$ cat config.mk
export PLATFORM = sky130hd
export DESIGN_NAME = tone_i2s_out
export DESIGN_NICKNAME = d
export VERILOG_FILES = /design/src/rtl/audio_pkg.sv /design/src/rtl/i2s_serializer.sv /design/src/rtl/tone_i2s_out.sv
export SDC_FILE = /design/constraint.sdc
export NUM_CORES = 1
export LEC_CHECK = 0
export BUFFER_PORTS_ARGS = -buffer_cell sky130_fd_sc_hd__buf_4
export CAP_MARGIN = 20
export CORE_MARGIN = 3
export CORE_UTILIZATION = 41
export DETAILED_ROUTE_END_ITERATION = 7
export HOLD_SLACK_MARGIN = 0.08
export PLACE_DENSITY = 0.59
export REMOVE_ABC_BUFFERS = 1
export SYNTH_ARGS = -nofsm -noshare
export SYNTH_HDL_FRONTEND = slang
export SYNTH_SLANG_ARGS = --single-unit
$ cat constraint.sdc
create_clock -name clk -period 3.9 [get_ports clk]
set_input_delay 0.39 -clock clk [delete_from_list [all_inputs] [get_ports clk]]
set_output_delay 0.39 -clock clk [all_outputs]
set_load 0.05 [all_outputs]
$ cat src/rtl/audio_pkg.sv
// Shared constants and note encoding for the tone-to-I2S audio path.
// Frame geometry is fixed: 1024 clk per stereo frame, 16-bit samples in 32-slot channels.
package audio_pkg;

   localparam int FRAME_W     = 10;
   localparam int SLOT_BITS   = 16;
   localparam int TONE_W_DEF  = 18;
   localparam int DO_HALF_DEF = 190839;
   localparam int RE_HALF_DEF = 170068;
   localparam int MI_HALF_DEF = 151515;

   typedef enum logic [1:0] {
      NOTE_NONE = 2'd0,
      NOTE_DO   = 2'd1,
      NOTE_RE   = 2'd2,
      NOTE_MI   = 2'd3
   } note_e;

   // Priority is Do > Re > Mi when several enables are high together.
   function automatic note_e noteSelect(input logic doEn, input logic reEn, input logic miEn);
      note_e sel;
      if (doEn)      sel = NOTE_DO;
      else if (reEn) sel = NOTE_RE;
      else if (miEn) sel = NOTE_MI;
      else           sel = NOTE_NONE;
      return sel;
   endfunction

endpackage

$ cat src/rtl/i2s_serializer.sv
// Free-running I2S frame generator: derives MCLK/SCK/LRCK from one counter and
// shifts a held 16-bit sample MSB-first into both channels of each frame.
module i2s_serializer
   import audio_pkg::*;
(
   input  logic                 clk,
   input  logic                 rst_n,
   input  logic [SLOT_BITS-1:0] sample_i,
   output logic                 mclk_o,
   output logic                 sck_o,
   output logic                 lrck_o,
   output logic                 sdin_o,
   output logic                 sampleTick_o
);

   logic [FRAME_W-1:0]     frameCnt_q;
   logic [SLOT_BITS-1:0]   hold_q;
   logic [SLOT_BITS-1:0]   hold_d;
   logic [2*SLOT_BITS-1:0] shreg_q;
   logic                   sdin_q;
   logic                   tick_q;
   logic                   frameWrap;
   logic                   slotEdge;
   logic                   slotZeroNext;

   assign frameWrap    = &frameCnt_q;
   assign slotEdge     = &frameCnt_q[3:0];
   assign slotZeroNext = &frameCnt_q[8:0];

   // The left channel loads from hold_d so it sees the sample latched on this very
   // edge; the right channel, loaded mid-frame, then carries the identical value.
   assign hold_d = frameWrap ? sample_i : hold_q;

   always_ff @(posedge clk or negedge rst_n) begin
      if (!rst_n) begin
         frameCnt_q <= '0;
         hold_q     <= '0;
         shreg_q    <= '0;
         sdin_q     <= 1'b0;
         tick_q     <= 1'b0;
      end else begin
         frameCnt_q <= frameCnt_q + 1'b1;
         hold_q     <= hold_d;
         tick_q     <= frameWrap;
         if (slotEdge) begin
            if (slotZeroNext) begin
               shreg_q <= {hold_d, {SLOT_BITS{1'b0}}};
               sdin_q  <= 1'b0;
            end else begin
               sdin_q  <= shreg_q[2*SLOT_BITS-1];
               shreg_q <= {shreg_q[2*SLOT_BITS-2:0], 1'b0};
            end
         end
      end
   end

   assign mclk_o       = frameCnt_q[1];
   assign sck_o        = frameCnt_q[3];
   assign lrck_o       = frameCnt_q[9];
   assign sdin_o       = sdin_q;
   assign sampleTick_o = tick_q;

endmodule

$ cat src/rtl/tone_i2s_out.sv
// Square-wave tone generator for Do/Re/Mi feeding the Pmod I2S DAC serializer.
// The wave swings between volume_max and volume_min; silence when no note is held.
module tone_i2s_out
   import audio_pkg::*;
#(
   parameter int TONE_W  = TONE_W_DEF,
   parameter int DO_HALF = DO_HALF_DEF,
   parameter int RE_HALF = RE_HALF_DEF,
   parameter int MI_HALF = MI_HALF_DEF
) (
   input  logic                 clk,
   input  logic                 rst_n,
   input  logic                 Do,
   input  logic                 Re,
   input  logic                 Mi,
   input  logic [SLOT_BITS-1:0] volume_max,
   input  logic [SLOT_BITS-1:0] volume_min,
   output logic                 mclk,
   output logic                 sck,
   output logic                 lrck,
   output logic                 sdin,
   output logic                 sample_tick
);

   note_e                sel;
   note_e                selPrev_q;
   logic [TONE_W-1:0]    half;
   logic [TONE_W-1:0]    toneCnt_q;
   logic [TONE_W-1:0]    toneCnt_d;
   logic                 phase_q;
   logic                 phase_d;
   logic [SLOT_BITS-1:0] toneSample_q;
   logic [SLOT_BITS-1:0] toneSample_d;

   // A new note restarts in the high half so its first toggle lands exactly one
   // half-period later; the sample is built from the next phase for 1-clk latency.
   always_comb begin
      sel       = noteSelect(Do, Re, Mi);
      half      = TONE_W'(MI_HALF);
      toneCnt_d = toneCnt_q + 1'b1;
      phase_d   = phase_q;
      case (sel)
         NOTE_DO: half = TONE_W'(DO_HALF);
         NOTE_RE: half = TONE_W'(RE_HALF);
         default: half = TONE_W'(MI_HALF);
      endcase
      if (sel == NOTE_NONE || sel != selPrev_q) begin
         toneCnt_d = '0;
         phase_d   = 1'b1;
      end else if (toneCnt_q == half - 1'b1) begin
         toneCnt_d = '0;
         phase_d   = ~phase_q;
      end
      if (sel == NOTE_NONE) toneSample_d = '0;
      else                  toneSample_d = phase_d ? volume_max : volume_min;
   end

   always_ff @(posedge clk or negedge rst_n) begin
      if (!rst_n) begin
         selPrev_q    <= NOTE_NONE;
         toneCnt_q    <= '0;
         phase_q      <= 1'b1;
         toneSample_q <= '0;
      end else begin
         selPrev_q    <= sel;
         toneCnt_q    <= toneCnt_d;
         phase_q      <= phase_d;
         toneSample_q <= toneSample_d;
      end
   end

   i2s_serializer u_serializer (
      .clk          (clk),
      .rst_n        (rst_n),
      .sample_i     (toneSample_q),
      .mclk_o       (mclk),
      .sck_o        (sck),
      .lrck_o       (lrck),
      .sdin_o       (sdin),
      .sampleTick_o (sample_tick)
   );

endmodule

==> metrics.cfg, run 1 <==
[critical_path]
rr_worst_depth=5
critPathCaptureType=flop
crit_fanout=17
r2r_end=toneSample_q[15]
cp-startpoint=Mi
rrSetupSlack_ns=1.29
crit_type=in -> reg
arrival_ns=3.07
crit_path_end=toneSample_q[15]
required_ns=4.12
regToRegStartpoint=toneCnt_q[9]
worstSetupStartpointType=input port

[yosys]
synth_commonest_cells=dfrtp_1, nor2_1, nand2_1
syn_area_per_cell_um2=11.8
yosysTopAreaCellShare_pct=54.3
yosys_warnings=0
syn_area_um2=3690
synth_area_leaders=dfrtp_1, mux2_2, xnor2_1
ys_types=40
syn_inst=314
synth-seq-cells=81
async_flop_share_pct=100
synth_top_cell_by_area=dfrtp_1
synth_most_common_cell=dfrtp_1
synth_edf_count=0
synth_ff_type=dfrtp_1
yosysSeqAreaShare_pct=55.0

[final_layout]
nFillCells=769
multiInputGateArea_um2=1570
layout-drive-gt1-share_pct=26.5
fin_cells=471
antenna_cells=0
seqCellArea_um2=2030
nNetsFinal=405
area_delta_synth_final_pct=19.2

[timing]
grt_setup_unrepaired=false
period_needed_ns=2.85
fmax_mhz=351
timing.hold.ws_ns=0.276
final_hold_viol_count=0
setup_viol=0
drv_slew=0
min_period_over_period_pct=73.1
relSlewSlack_pct=34.2
worst_pin_slew_ns=0.988
finClkSkew_ns=0.00918
tns_ns=0

[global_routing]
grt_first_pass_wirelength_um=11300
antenna_found_initial=0
grt_pass1_vias=2384
grtUsageTotal_pct=14.0
grt_overflow=0
grt_start_max_net_pins=82

[clocking]
post-cts-setup-buffers=0
cts_htree_levels=3
root_buffer=clkbuf_8
clkTransAtPathRegs_ns=0.09
cts_tree=done
cts_made_buffers=9
clock_path_buffers=2
cts-resized-gates=0
cts_sinks=81
clk_latency_ns=0.34

[pwr]
vdd_drop_max_mv=0.206
p_leak_nw=2.00
power-per-cell-area_nw_per_um2=400
finalPower_mw=1.76

[detailed_routing]
vias_per_cell=4.98
ant_nets=0
drc=0
post_drt_wl_per_cell_um=13.8
num_vias=2347
dr.pass1.iters=4
dr.first_iter.drc_count=63
routed_wirelength_um=6500

[min_path]
hp-class=in -> reg

[place]
dp_hpwl_um=4300
numPlacedInstances=453
numPortBuffers=41
routabilityCongestion=0.791

[floorplanning]
die_h_um=101
io_pins=42
die_area_um2=10200
die_w_um=101
initial_core_util_pct=43.6
fp-row-count=33
core_area_um2=8460

[job]
maxCapViolations=0

[status]
outcome=finished, final reports clean

## layout by cell type (no fill, tap or decap), types with 2 or more instances in the layout
master      n
nand4_1     2
a211oi_1    2
buf_4      44
clkbuf_8    9
bufinv_16   4
and3_1      5
a21oi_1     2
mux2_4      9
nand2b_1    2
mux2i_1    15
ha_1        7
xor2_1      6
nor2_1     26
nor2b_1    19
mux2_2     23
nand3_1    12
nor3_1      6
nand2_1    25
inv_6       2
xnor2_1    18
dfrtp_1    80
inv_1       9
o21ai_0    19
## stage by stage
| step | util, % | area [um2] | setup slack, ns |
|---|---|---|---|
| floorplan | - | 3630 | 0.638 |
| global placement | 48.4 | 4100 | 0.716 |
| detailed placement | 48.4 | 4100 | 0.648 |
| CTS | 51.5 | 4360 | 1.01 |
| global route | 52.0 | 4400 | 0.893 |
| finish | 52.0 | 4400 | 1.05 |
## cell families after synthesis
kind of cell / Yosys count / synth area share [%]
XOR/XNOR: 24 / 5.70
AO/OA/AOI/OAI: 28 / 4.31
adder cells (fa/ha/maj): 7 / 2.37
multiplexers: 48 / 15.4
flip-flops: 81 / 55.0
AND/OR/NAND/NOR: 107 / 14.9
buffers and inverters: 19 / 2.41
## sequential cells by signal, summed over array words and instances, names as in the netlist
signal                     flops
u_serializer.frameCnt_q       10
u_serializer.shreg_q          16
phase_q                        1
u_serializer.hold_q           16
u_serializer.sampleTick_o      1
u_serializer.sdin_o            1
toneSample_q                  16
toneCnt_q                     18
selPrev_q                      2
## worst max-delay path, stage by stage
cell	delay, ns
buf_4	0.11
nor2b_1	0.14
nor2_1	0.18
inv_1	0.11
ha_1	0.22
xnor2_1	0.16
o211ai_1	0.11
or4_4	0.56
mux2i_4	0.67
mux2_2	0.41
## final cells by class
type | count | area share, %
inverter | 9 | 0.768
timing repair buffer | 46 | 8.36
sequential | 81 | 46.1
tap | 105 | 2.99
multi-input combinational | 214 | 35.8
clock inverter | 6 | 3.13
clock buffer | 10 | 2.90
## layer usage
metal,global-route usage (%),part of all wire (%),up-vias
met3,2.98,3.6,4
met2,21.5,47,31
met5,0,0,-
li1,-,-,1159
met1,19.3,49,1153
met4,5.28,0.85,0
## power by group
| part | internal (mW) | switching [mW] |
|---|---|---|
| combinational | 0.0538 | 0.0479 |
| clock | 0.495 | 0.303 |
| sequential | 0.854 | 0.00653 |
## timing repair
action | CTS | global route
setup endpoints to repair | 0 | 0
hold buffers | 0 | 1
endpoints found under the hold margin | 0 | 29
## worst min path at each step
| stage | start | slack, ns | endpoint | cells after the start |
|---|---|---|---|---|
| after floorplan | rst_n | 0.09 | selPrev_q[0] | 0 |
| after global placement | u_serializer.frameCnt_q[0] | 0.46 | u_serializer.frameCnt_q[0] | 1 |
| after detailed placement | u_serializer.frameCnt_q[0] | 0.47 | u_serializer.frameCnt_q[0] | 1 |
| after CTS | volume_min[7] | 0.25 | toneSample_q[7] | 2 |
| after global routing | volume_min[8] | 0.25 | toneSample_q[8] | 2 |
| final | volume_min[7] | 0.28 | toneSample_q[7] | 2 |
Power figures use the tool's default switching activity.
==> run 2, diff against run 1 <==
- PLACE_DENSITY: 0.59 -> 0.62
- clock period: 3.9 -> 2.3 ns (I/O delays scaled with it)
==> run 2 against run 1 <==
Compared with the run above:
- final cell count increased by 5.5%
- cell area increased by 6.5%
- combinational power increased by 110%
- die area unchanged
- power increased by 55%
- via count increased by 5.5%
- sequential share of layout area decreased by 2.8 points
- sequential power increased by 70%
- clock skew increased by 0.0054 ns
- largest power group unchanged
- count of clock-buffer cells in the layout decreased by 1
==> metrics.cfg, run 2 (synthesis gave the netlist of run 1 again) <==
[final_layout]
utilization_pct=55.3
area_delta_synth_final_pct=27.0
largest_reg_flops=18
fin_cells=497
layout_common_cells=dfrtp_1, buf_4, nor2_1, nand2_1, o21ai_0
nNetsFinal=431
layout-drive-gt1-share_pct=32.7
top_register=toneCnt_q
nFillCells=732
mostFrequentLayoutCell=dfrtp_1
antenna_cells=0

[clocking]
cts_sinks=81
cts_made_buffers=9
cts_htree_levels=3
cts_tree=done
clk_latency_ns=0.36
clock_path_buffers=2
root_buffer=clkbuf_8
clkTransAtPathRegs_ns=0.09

[detailed_routing]
dr.pass1.iters=4
post_drt_wl_per_cell_um=14.3
num_vias=2476
drc=0
ant_nets=0
highest_layer=met4
wl_met3_um=337
wl_met2_um=3230
routed_wirelength_um=7120
drt-met1-wl_um=3470
vias_per_cell=4.98
dr.first_iter.drc_count=74

[pwr]
vdd_drop_max_mv=0.291
p_leak_nw=2.16
power-per-cell-area_nw_per_um2=584

[critical_path]
critPathCaptureType=flop
crit_fanout=7
arrival_ns=2.51
worstSetupStartpointType=flop
rrSetupSlack_ns=0.02
required_ns=2.54
crit_type=reg -> reg

[floorplanning]
io_pins=42
core_area_um2=8460
die_w_um=101
die_h_um=101
initial_core_util_pct=43.6
fp-row-count=33
die_area_um2=10200

[timing]
period_needed_ns=2.28
relSlewSlack_pct=65.8
final_hold_viol_count=0
grt_setup_unrepaired=true
finClkSkew_ns=0.0146
worst_slack_ns=0.0232
timing.hold.ws_ns=0.100
drv_slew=0
setup_viol=0
worst_pin_slew_ns=0.513
fmax_mhz=439
min_period_over_period_pct=99.0

[min_path]
hp-class=in -> reg

[global_routing]
antenna_found_initial=0
grt_first_pass_wirelength_um=12400
grt_overflow=0
grt_start_max_net_pins=44
grtUsageTotal_pct=15.7
grt_pass1_vias=2599

[job]
maxCapViolations=0

[place]
dp_hpwl_um=4630
routabilityCongestion=0.838
numPortBuffers=41
numPlacedInstances=468
place_ws_ns=-0.446

[status]
outcome=finished, final reports clean

==> run 2: changes by cell type in the layout (fill, tap and decap cells not counted), moves of 2 or more <==
cell,change
buf_12,+4
buf_4,+16
buf_6,+3
bufinv_16,-3
clkinv_4,+2
clkinvlp_4,+2
dlygate4sd3_1,+4
inv_6,-2
mux2_2,-7
mux2_4,+7
==> run 2: routing by layer <==
layer / vias up / GRT usage (%)
met5: - / 0
met4: 0 / 4.87
met3: 9 / 4.78
met2: 59 / 23.8
met1: 1197 / 21.5
li1: 1211 / -
==> run 2: repair_timing <==
item                                   in CTS  in global routing
cloned                                      1                  0
setup endpoints to repair                  16                 16
resized for setup                          10                 15
buffers inserted                            8                  0
pin swaps                                   6                  5
endpoints found under the hold margin      38                  3
hold buffers                                2                  3
==> run 2: worst paths after layout <==
check | from | to | cells past startpoint
worst max-delay path | toneCnt_q[8] | toneSample_q[5] | 8
worst min-delay path | volume_min[7] | toneSample_q[7] | 2
worst max register to register | toneCnt_q[8] | toneSample_q[5] | 8
worst min register to register | u_serializer.frameCnt_q[6] | u_serializer.frameCnt_q[6] | 1
max in group asynchronous | rst_n | u_serializer.frameCnt_q[4] | 3
min in group asynchronous | rst_n | toneCnt_q[6] | 2
==> run 2: worst max-delay path, cell delays in order (launching register included) <==
cell and delay [ns]:
dfrtp_1 0.43, buf_4 0.16, and3b_1 0.15, o22ai_1 0.07, or4_4 0.57, mux2i_4 0.21
buf_6 0.14, buf_12 0.13, mux2_4 0.29
==> run 2: power breakdown <==
group          internal, mW  leakage [nW]  total [mW]  switching, mW
clock network         0.511        0.0973        1.06          0.553
registers              1.45          1.08        1.46         0.0130
logic                 0.120         0.981       0.211         0.0918
==> run 2: area by class of cell <==
type | instances | area, um2 | share of cell area [%]
timing repair buffer | 72 | 614 | 13.1
inverter | 9 | 33.8 | 0.721
tap | 105 | 131 | 2.80
multi-input combinational | 214 | 1670 | 35.7
clock inverter | 7 | 78.8 | 1.68
clock buffer | 9 | 124 | 2.64
sequential | 81 | 2030 | 43.3
==> run 2: stage by stage <==
step / TNS [ns] / area [um2] / total power, mW
2_1_floorplan: -33.12 / 3630 / 1.56
3_3_place_gp: -5.22 / 4260 / 1.67
3_5_place_dp: -6.92 / 4260 / 1.67
4_1_cts: -0.0467 / 4600 / 2.76
5_1_grt: -0.409 / 4680 / 2.86
6_report: 0 / 4680 / 2.74
